===== src/rtl/vend_sequencer.sv =====
// vend_sequencer: front-panel sequencing controller for the vending datapath.
// Collects coins into a single registered credit value, grants one product
// at a time from a round-robin arbiter over the four Buy buttons, supervises
// the dispenser handshake with a timeout, and pays change out as nickels.
module vend_sequencer #(
    parameter int Cost0         = 5,
    parameter int Cost1         = 10,
    parameter int Cost2         = 15,
    parameter int Cost3         = 30,
    parameter int MaxCredit     = 95,
    parameter int TimeoutCycles = 15
) (
    input  logic       clk,
    input  logic       rst_n,
    input  logic       nickel,
    input  logic       dime,
    input  logic       quarter,
    input  logic [3:0] buy,
    input  logic       refund,
    input  logic       disp_done,
    output logic [6:0] money,
    output logic [3:0] vending,
    output logic       nickel_out,
    output logic       coin_reject,
    output logic       fault,
    output logic       busy
);

    // The timer only has to count 0 .. TimeoutCycles-1; the abort decision is
    // taken in the cycle where it sits on its last value.
    localparam int TimerW = (TimeoutCycles > 1) ? $clog2(TimeoutCycles) : 1;
    localparam logic [TimerW-1:0] TimeoutLast = TimerW'(TimeoutCycles - 1);
    localparam logic [7:0] MaxCredit8 = 8'(MaxCredit);
    localparam logic [6:0] NickelValue = 7'd5;
    localparam logic [6:0] DimeValue = 7'd10;
    localparam logic [6:0] QuarterValue = 7'd25;

    typedef enum logic [1:0] {
        IDLE   = 2'd0,
        VEND   = 2'd1,
        CHANGE = 2'd2
    } state_t;

    state_t            state, state_d;
    logic [6:0]        money_d;
    logic [3:0]        vending_d;
    logic              nickel_out_d;
    logic              coin_reject_d;
    logic              fault_d;
    logic [TimerW-1:0] timer, timer_d;
    logic [1:0]        ptr, ptr_d;

    logic [1:0]        coin_count;
    logic              any_coin;
    logic              multi_coin;
    logic [6:0]        coin_value;
    logic [7:0]        credit_sum;
    logic              coin_fits;

    logic [3:0]        eligible;
    logic              grant_valid;
    logic [1:0]        grant_idx;
    logic [3:0]        grant_onehot;

    // Price of a product by index.
    function automatic logic [6:0] price_of(input logic [1:0] idx);
        case (idx)
            2'd0:    price_of = 7'(Cost0);
            2'd1:    price_of = 7'(Cost1);
            2'd2:    price_of = 7'(Cost2);
            default: price_of = 7'(Cost3);
        endcase
    endfunction

    // Price of whatever is currently being vended, used to restore credit
    // when the dispenser never answers.
    function automatic logic [6:0] vend_cost(input logic [3:0] onehot);
        case (onehot)
            4'b0001: vend_cost = price_of(2'd0);
            4'b0010: vend_cost = price_of(2'd1);
            4'b0100: vend_cost = price_of(2'd2);
            4'b1000: vend_cost = price_of(2'd3);
            default: vend_cost = 7'd0;
        endcase
    endfunction

    // Coin decode: count simultaneous pulses and check whether a lone coin
    // still fits under the credit ceiling (9-bit-free sum avoids wrap).
    always_comb begin
        coin_count = {1'b0, nickel} + {1'b0, dime} + {1'b0, quarter};
        any_coin   = nickel | dime | quarter;
        multi_coin = coin_count > 2'd1;
        coin_value = 7'd0;
        if (nickel) begin
            coin_value = NickelValue;
        end
        if (dime) begin
            coin_value = DimeValue;
        end
        if (quarter) begin
            coin_value = QuarterValue;
        end
        credit_sum = {1'b0, money} + {1'b0, coin_value};
        coin_fits  = credit_sum <= MaxCredit8;
    end

    // A request is only a candidate when the credit covers its price.
    always_comb begin
        eligible = 4'b0000;
        for (int i = 0; i < 4; i++) begin
            eligible[i] = buy[i] && (money >= price_of(2'(i)));
        end
    end

    // Round-robin arbiter: scan from the pointer upward, wrapping 3 -> 0.
    // Scanning offsets from high to low lets the nearest candidate win.
    always_comb begin
        logic [1:0] cand;
        grant_valid = 1'b0;
        grant_idx   = ptr;
        cand        = ptr;
        for (int k = 3; k >= 0; k--) begin
            cand = ptr + 2'(k);
            if (eligible[cand]) begin
                grant_valid = 1'b1;
                grant_idx   = cand;
            end
        end
        grant_onehot = 4'b0001 << grant_idx;
    end

    // Next-state and next-output logic; every output is registered, so this
    // block computes the values the registers take on the next edge.
    always_comb begin
        state_d       = state;
        money_d       = money;
        vending_d     = vending;
        nickel_out_d  = 1'b0;
        coin_reject_d = 1'b0;
        fault_d       = 1'b0;
        timer_d       = timer;
        ptr_d         = ptr;

        case (state)
            IDLE: begin
                vending_d = 4'b0000;
                if (grant_valid) begin
                    state_d       = VEND;
                    vending_d     = grant_onehot;
                    money_d       = money - price_of(grant_idx);
                    ptr_d         = grant_idx + 2'd1;
                    timer_d       = '0;
                    coin_reject_d = any_coin;
                end else if (refund && (money != 7'd0)) begin
                    state_d       = CHANGE;
                    coin_reject_d = any_coin;
                end else if (multi_coin) begin
                    coin_reject_d = 1'b1;
                end else if (any_coin) begin
                    if (coin_fits) begin
                        money_d = credit_sum[6:0];
                    end else begin
                        coin_reject_d = 1'b1;
                    end
                end
            end

            VEND: begin
                coin_reject_d = any_coin;
                if (disp_done) begin
                    state_d   = IDLE;
                    vending_d = 4'b0000;
                    timer_d   = '0;
                end else if (timer == TimeoutLast) begin
                    state_d   = IDLE;
                    vending_d = 4'b0000;
                    money_d   = money + vend_cost(vending);
                    fault_d   = 1'b1;
                    timer_d   = '0;
                end else begin
                    timer_d = timer + 1'b1;
                end
            end

            CHANGE: begin
                coin_reject_d = any_coin;
                if (money == 7'd0) begin
                    state_d = IDLE;
                end else begin
                    nickel_out_d = 1'b1;
                    money_d      = money - NickelValue;
                    if (money == NickelValue) begin
                        state_d = IDLE;
                    end
                end
            end

            default: begin
                state_d   = IDLE;
                vending_d = 4'b0000;
            end
        endcase
    end

    // State and output registers; reset discards any credit on purpose.
    always_ff @(posedge clk or negedge rst_n) begin
        if (!rst_n) begin
            state       <= IDLE;
            money       <= 7'd0;
            vending     <= 4'b0000;
            nickel_out  <= 1'b0;
            coin_reject <= 1'b0;
            fault       <= 1'b0;
            timer       <= '0;
            ptr         <= 2'd0;
        end else begin
            state       <= state_d;
            money       <= money_d;
            vending     <= vending_d;
            nickel_out  <= nickel_out_d;
            coin_reject <= coin_reject_d;
            fault       <= fault_d;
            timer       <= timer_d;
            ptr         <= ptr_d;
        end
    end

    assign busy = (state != IDLE);

endmodule

===== config.mk =====
export PLATFORM = sky130hd
export DESIGN_NAME = vend_sequencer
export DESIGN_NICKNAME = d
export VERILOG_FILES = /design/src/rtl/vend_sequencer.sv
export SDC_FILE = /design/constraint.sdc
export NUM_CORES = 1
export LEC_CHECK = 0
export ABC_CLOCK_PERIOD_IN_PS = 4710
export CAP_MARGIN = 20
export CORE_MARGIN = 2
export CORE_UTILIZATION = 58
export DETAILED_ROUTE_END_ITERATION = 12
export PLACE_DENSITY = 0.89
export SYNTH_ARGS = -nofsm -noshare
export SYNTH_HDL_FRONTEND = slang
export SYNTH_SLANG_ARGS = --single-unit

===== constraint.sdc =====
create_clock -name clk -period 4.71 [get_ports clk]
set_clock_uncertainty 0.15 [all_clocks]
set_input_delay 0.471 -clock clk [delete_from_list [all_inputs] [get_ports clk]]
set_output_delay 0.471 -clock clk [all_outputs]
set_load 0.005 [all_outputs]

==> flow_summary.json, run 1 <==
{
  "status": "completed",
  "cts.repair.resized": 0,
  "tritoncts": "built",
  "wire_per_inst_um": 16.8,
  "die_height_um": 68.5,
  "grt_max_degree": 23,
  "antenna_found_initial": 0,
  "synth_seq_cells": 22,
  "whs_ns": 0.244,
  "post-synth-top-count-cell": "ha_1",
  "powerDensity_nw_per_um2": 833,
  "yosysSeqAreaShare_pct": 22.8,
  "cp_data_arrival_time_ns": 4.21,
  "yosys_warnings": 0,
  "cp_max_fo": 10,
  "cts_hold_buf": 0,
  "routed_via_density": 6.20,
  "grt_pass1_wl_um": 9840,
  "path_delay_family": "compound AO/OA/AOI/OAI gates",
  "cp-end-kind": "register",
  "drt_iter0_drc": 178,
  "detailedRoute.firstPassIterationCount": 4,
  "dp_cells": 357,
  "synthSimpleGateAreaFrac_pct": 19.0,
  "path_clk_slew_ns": 0.09,
  "netlist_area_um2": 2410,
  "timing.fmax_mhz": 237,
  "numCtsBuffers": 3,
  "clock-sinks": 22,
  "path_common_cell": "ha_1",
  "rsz0062_at_grt": "false",
  "period_share_pct": 89.7,
  "synth_nets": 335,
  "worstMarginPinSlew_ns": 0.579,
  "synth_fa_ha_area_share_pct": 20.1,
  "startpoint_type": "register",
  "synth_xor_area_share_pct": 4.36,
  "nNetsFinal": 361,
  "max-cap-violations": 0,
  "synthMuxAreaShare_pct": 1.35,
  "root_buffer": "clkbuf_8",
  "ios": 26,
  "synthCells": 287,
  "post-dp-hpwl_um": 4570,
  "fin_tns_setup_ns": 0,
  "path_buf_inv": 2,
  "synth-compound-area-share_pct": 27.9,
  "yosys_most_used_dff": "dfrtp_1",
  "route.detailed.drc": 0,
  "vias": 2246,
  "grt_use_total_pct": 27.9,
  "yosysTopAreaCell": "dfrtp_1",
  "ir_drop_uv": 470,
  "cp.required_ns": 4.70,
  "core_um2": 4000,
  "timing_hold_violations_final": 0,
  "gp_congestion": 0.881,
  "critPathMaxStageDelay_ns": 0.56,
  "htree_levels": 1,
  "power.leakage_nw": 1.26,
  "final_layout_size_suffix_gt1_share_pct": 6.09,
  "synthTopCellsByArea": "dfrtp_1 (23%), ha_1 (18%), nand2_1 (4.5%)",
  "diodes": 0,
  "postCtsSetupRepairBufs": 0,
  "path_cells": "inv_1 > ha_1 > o31ai_1 > nand2b_4 > nand2_1 > nand2_1 > o2111ai_1 > o21a_1 > inv_1 > ha_1 > ha_1 > nor2b_1 > o31a_1 > nor2_1 > nor2_1 > o31ai_1 > nor4bb_1 > nor4_1",
  "grt_overflow_total": 0,
  "min_path_type": "in2async",
  "rows": 23,
  "synth_edf_count": 0,
  "slew_violations": 0,
  "synth_top_area_share_pct": 22.8,
  "setup_violations": 0,
  "finalNonFillerCells": 362,
  "drt-total-wl_um": 6090,
  "syn_to_final_growth_pct": 16.6,
  "die_area_um2": 4690,
  "syn-mean-instance-area_um2": 8.41,
  "ant_nets": 0,
  "synthTopCellsByCount": "ha_1 (34), nand2_1 (29), nor2_1 (24), dfrtp_1 (22), o21ai_0 (20)",
  "io_buffer_count": 25,
  "fp.dieW_um": 68.5,
  "slew_headroom_pct": 61.4,
  "crit_type": "reg2reg",
  "initial_core_util_pct": 60.3,
  "cpMaxStageDelayCell": "dfrtp_1",
  "synth_top_family_by_area": "compound AO/OA/AOI/OAI gates",
  "clk_latency_ns": 0.27,
  "clockBufferDepth": 2,
  "period_needed_ns": 4.23,
  "yosys.cell_types.count": 53,
  "first_global_vias": 2034,
  "ys_async_sr_fraction_pct": 100
}
## report_power, final
group / internal, W / switching (W) / leakage, nW
registers: 0.000267 / 0.000130 / 0.283
logic: 0.000783 / 0.000983 / 0.936
clock network: 0.000114 / 0.0000667 / 0.0357
## registers in the layout (all words and copies together), names as in the netlist
register     count
vending          4
timer            4
nickel_out       1
fault            1
money            7
coin_reject      1
ptr              2
state            2
## metal layers
metal	GRT usage (%)	wire (um)
met4	11.3	154
met5	0	0
met1	40.5	2700
met2	43.0	2790
met3	1.62	434
## layout by cell type (no fill, tap or decap), drive strengths merged, types with 9 or more instances in the layout
cell type / count
o21ai: 23
dfrtp: 22
inv: 16
a21oi: 11
nand2: 29
o31ai: 9
clkdlybuf4s50: 25
a211oi: 10
nor2: 24
ha: 34
## worst reg2reg max path: stages (launching register included)
cell       delay, ns
dfrtp_1         0.56
inv_1           0.19
ha_1            0.23
o31ai_1         0.34
nand2b_4        0.11
nand2_1         0.14
nand2_1         0.07
o2111ai_1       0.18
o21a_1          0.23
inv_1           0.12
ha_1            0.26
ha_1            0.28
nor2b_1         0.14
o31a_1          0.26
nor2_1          0.09
nor2_1          0.05
o31ai_1         0.26
nor4bb_1        0.35
nor4_1          0.09
## area by class of cell
cell class / instances / area [um2]
Multi-Input combinational cell: 239 / 1750
Fill cell: 303 / 1190
Sequential cell: 22 / 551
Timing Repair Buffer: 31 / 315
Tap cell: 50 / 62.6
Inverter: 16 / 60.1
Clock buffer: 3 / 41.3
Clock inverter: 1 / 30.0
## stage by stage
step                      setup slack, ns  cell area (um2)  util [%]  power [W]
after floorplan                     0.632             2410         -    0.00163
after global placement              0.753             2710      67.8    0.00204
after detailed placement            0.550             2710      67.8    0.00211
after CTS                           0.518             2790      69.6    0.00231
after global routing               0.0530             2810      70.3    0.00254
final                               0.484             2810      70.3    0.00234
## logic make-up after synthesis
kind of cell | after synthesis
mux | 3
fa+ha+maj | 37
buf+inv | 26
xor+xnor | 12
flops | 22
compound gates | 95
simple gates | 92
## final timing paths
kind / startpoint / to / slack [ns] / depth (start not counted)
hold / removal: rst_n / state[0] / 0.24 / 1
max in group asynchronous: rst_n / money[5] / 3.80 / 2
setup / recovery: money[0] / money[5] / 0.48 / 18
setup reg to reg: money[0] / money[5] / 0.48 / 18
min in group clk: ptr[0] / ptr[0] / 0.35 / 2
hold reg to reg: ptr[0] / ptr[0] / 0.35 / 2
(Power assumes the default switching activity.)
==> run 2: changes to the inputs <==
--- a/config.mk
+++ b/config.mk
@@ -9,6 +9,7 @@
 export CAP_MARGIN = 20
 export CORE_MARGIN = 2
 export CORE_UTILIZATION = 58
+export CTS_CLUSTER_DIAMETER = 50
 export DETAILED_ROUTE_END_ITERATION = 12
 export PLACE_DENSITY = 0.89
 export SYNTH_ARGS = -nofsm -noshare
==> results of run 2 <==
The final DEF is identical to that of run 1; final timing and power are the same.
==> run 3: changes to the inputs <==
==> constraint.sdc (replaced) <==
create_clock -name clk -period 4.71 [get_ports clk]
set_clock_uncertainty 0.15 [all_clocks]
set_input_delay 0.471 -clock clk [delete_from_list [all_inputs] [get_ports clk]]
set_output_delay 0.471 -clock clk [all_outputs]
set_load 0.1 [all_outputs]
==> run 3 against run 2 <==
Effect of this change: worst hold slack improved by 0.15 ns; final cell count fell by 0.55%; fmax fell by 1.7%; flip-flop and latch count did not move; setup slack got worse by 0.072 ns; global-route usage fell by 0.45 points; non-clock buffer count fell by 2.
==> flow_summary.json, run 3 (synthesized netlist as in run 1, its figures left out) <==
{
  "clockBufferDepth": 2,
  "path_clk_slew_ns": 0.08,
  "antenna_found_initial": 0,
  "io_buffer_count": 25,
  "root_buffer": "clkbuf_8",
  "final_layout_size_suffix_gt1_share_pct": 5.81,
  "min_path_type": "reg2reg",
  "drt_iter0_drc": 140,
  "worstMarginPinSlew_ns": 0.984,
  "crit_type": "reg2reg",
  "cp_max_fo": 15,
  "grt_max_degree": 23,
  "grt_overflow_total": 0,
  "layout_commonest_cell": "ha_1",
  "top_regs": "money: 7 flops, timer: 4 flops, vending: 4 flops",
  "slew_violations": 0,
  "setup_violations": 0,
  "cp.required_ns": 4.69,
  "use_met2_pct": 45.4,
  "grt_busiest_layer": "met2",
  "detailedRoute.firstPassIterationCount": 4,
  "syn_to_final_growth_pct": 14.4,
  "vias": 2271,
  "wire_per_inst_um": 16.5,
  "die_area_um2": 4690,
  "grt_use_total_pct": 27.4,
  "nNetsFinal": 359,
  "drt-total-wl_um": 5950,
  "period_share_pct": 91.3,
  "route.detailed.drc": 0,
  "startpoint_type": "register",
  "rsz0062_at_grt": "false",
  "initial_core_util_pct": 60.3,
  "cp-end-kind": "register",
  "status": "completed",
  "routed_via_density": 6.31,
  "clock-sinks": 22,
  "timing_hold_violations_final": 0,
  "fill_cells": 319,
  "core_um2": 4000,
  "cts_hold_buf": 0,
  "post-dp-hpwl_um": 4490,
  "gp_congestion": 0.925,
  "whs_ns": 0.391,
  "ios": 26,
  "fp.dieW_um": 68.5,
  "ant_nets": 0,
  "rows": 23,
  "largest_reg_flops": 7,
  "fin_tns_setup_ns": 0,
  "cp_data_arrival_time_ns": 4.28,
  "first_global_vias": 2128,
  "tritoncts": "built",
  "numCtsBuffers": 3,
  "htree_levels": 1,
  "die_height_um": 68.5,
  "met3_usage_pct": 1.14,
  "met1_usage_pct": 36.6,
  "slew_headroom_pct": 34.2,
  "timing.fmax_mhz": 233,
  "clk_latency_ns": 0.26,
  "regMostFlops": "money",
  "period_needed_ns": 4.30,
  "final_cell_mix": "ha_1 (34), nand2_1 (29), clkdlybuf4s50_1 (25)",
  "max-cap-violations": 0,
  "grt_pass1_wl_um": 9720,
  "diodes": 0
}
==> run 3: cell count changes in the layout (fill, tap and decap cells not counted) <==
cell,previous run,this run
a31oi_1,4,3
a31oi_2,0,1
buf_16,1,0
buf_4,5,4
bufinv_16,1,0
clkbuf_1,0,1
dfrtp_1,22,21
dfrtp_2,0,1
==> run 3: what timing repair did <==
item / in CTS / in global routing
gates resized for setup: 0 / 1
buffers inserted: 0 / 0
setup endpoints to repair: 0 / 2
==> run 3: critical path: stages (launching register included) <==
cell and delay (ns):
dfrtp_2 0.56, inv_1 0.19, ha_1 0.23, o31ai_1 0.23, a21boi_1 0.21, or3_1 0.37
a31oi_2 0.34, inv_1 0.18, ha_1 0.26, ha_1 0.27, nor2b_1 0.14, o31a_1 0.26
nor2_1 0.09, nor2_1 0.05, o31ai_1 0.24, nor4bb_1 0.31, nor4_1 0.09
==> run 3: metrics by stage <==
stage,instance area (um2),utilization (%),instances,setup slack [ns]
CTS,2750,68.8,360,0.305
floorplan,2410,-,287,0.259
finish,2760,69.0,360,0.412
global route,2760,69.0,360,0.0547
detailed placement,2710,67.7,356,0.323
global placement,2710,67.7,356,0.544
==> run 3: cell type report <==
cell class              instances  area (um2)  share of cell area (%)
well taps                      50        62.6                    2.27
flip-flops and latches         22         552                    20.0
repair buffers                 29         280                    10.2
inverters                      16        60.1                    2.18
multi-input cells             239        1760                    63.8
clock buffers                   4        45.0                    1.63
==> run 3: metal layers <==
metal | wire, um | part of all wire [%]
met5 | 0 | 0
met1 | 2730 | 46
met2 | 2820 | 47
met3 | 228 | 3.8
met4 | 180 | 3.0
==> run 3: path summary, 6_finish.rpt <==
| kind | startpoint | endpoint | slack, ns | cells past startpoint |
|---|---|---|---|---|
| max in group asynchronous | rst_n | money[1] | 3.15 | 1 |
| min in group asynchronous | rst_n | coin_reject | 0.59 | 1 |
| setup reg to reg | money[1] | money[5] | 0.41 | 16 |
| setup / recovery | money[1] | money[5] | 0.41 | 16 |
| hold / removal | timer[2] | timer[2] | 0.39 | 1 |
| hold reg to reg | timer[2] | timer[2] | 0.39 | 1 |
Power of run 3 is not shown: default switching activity piles up to over one toggle a cycle in this logic, so the estimate is an artifact.
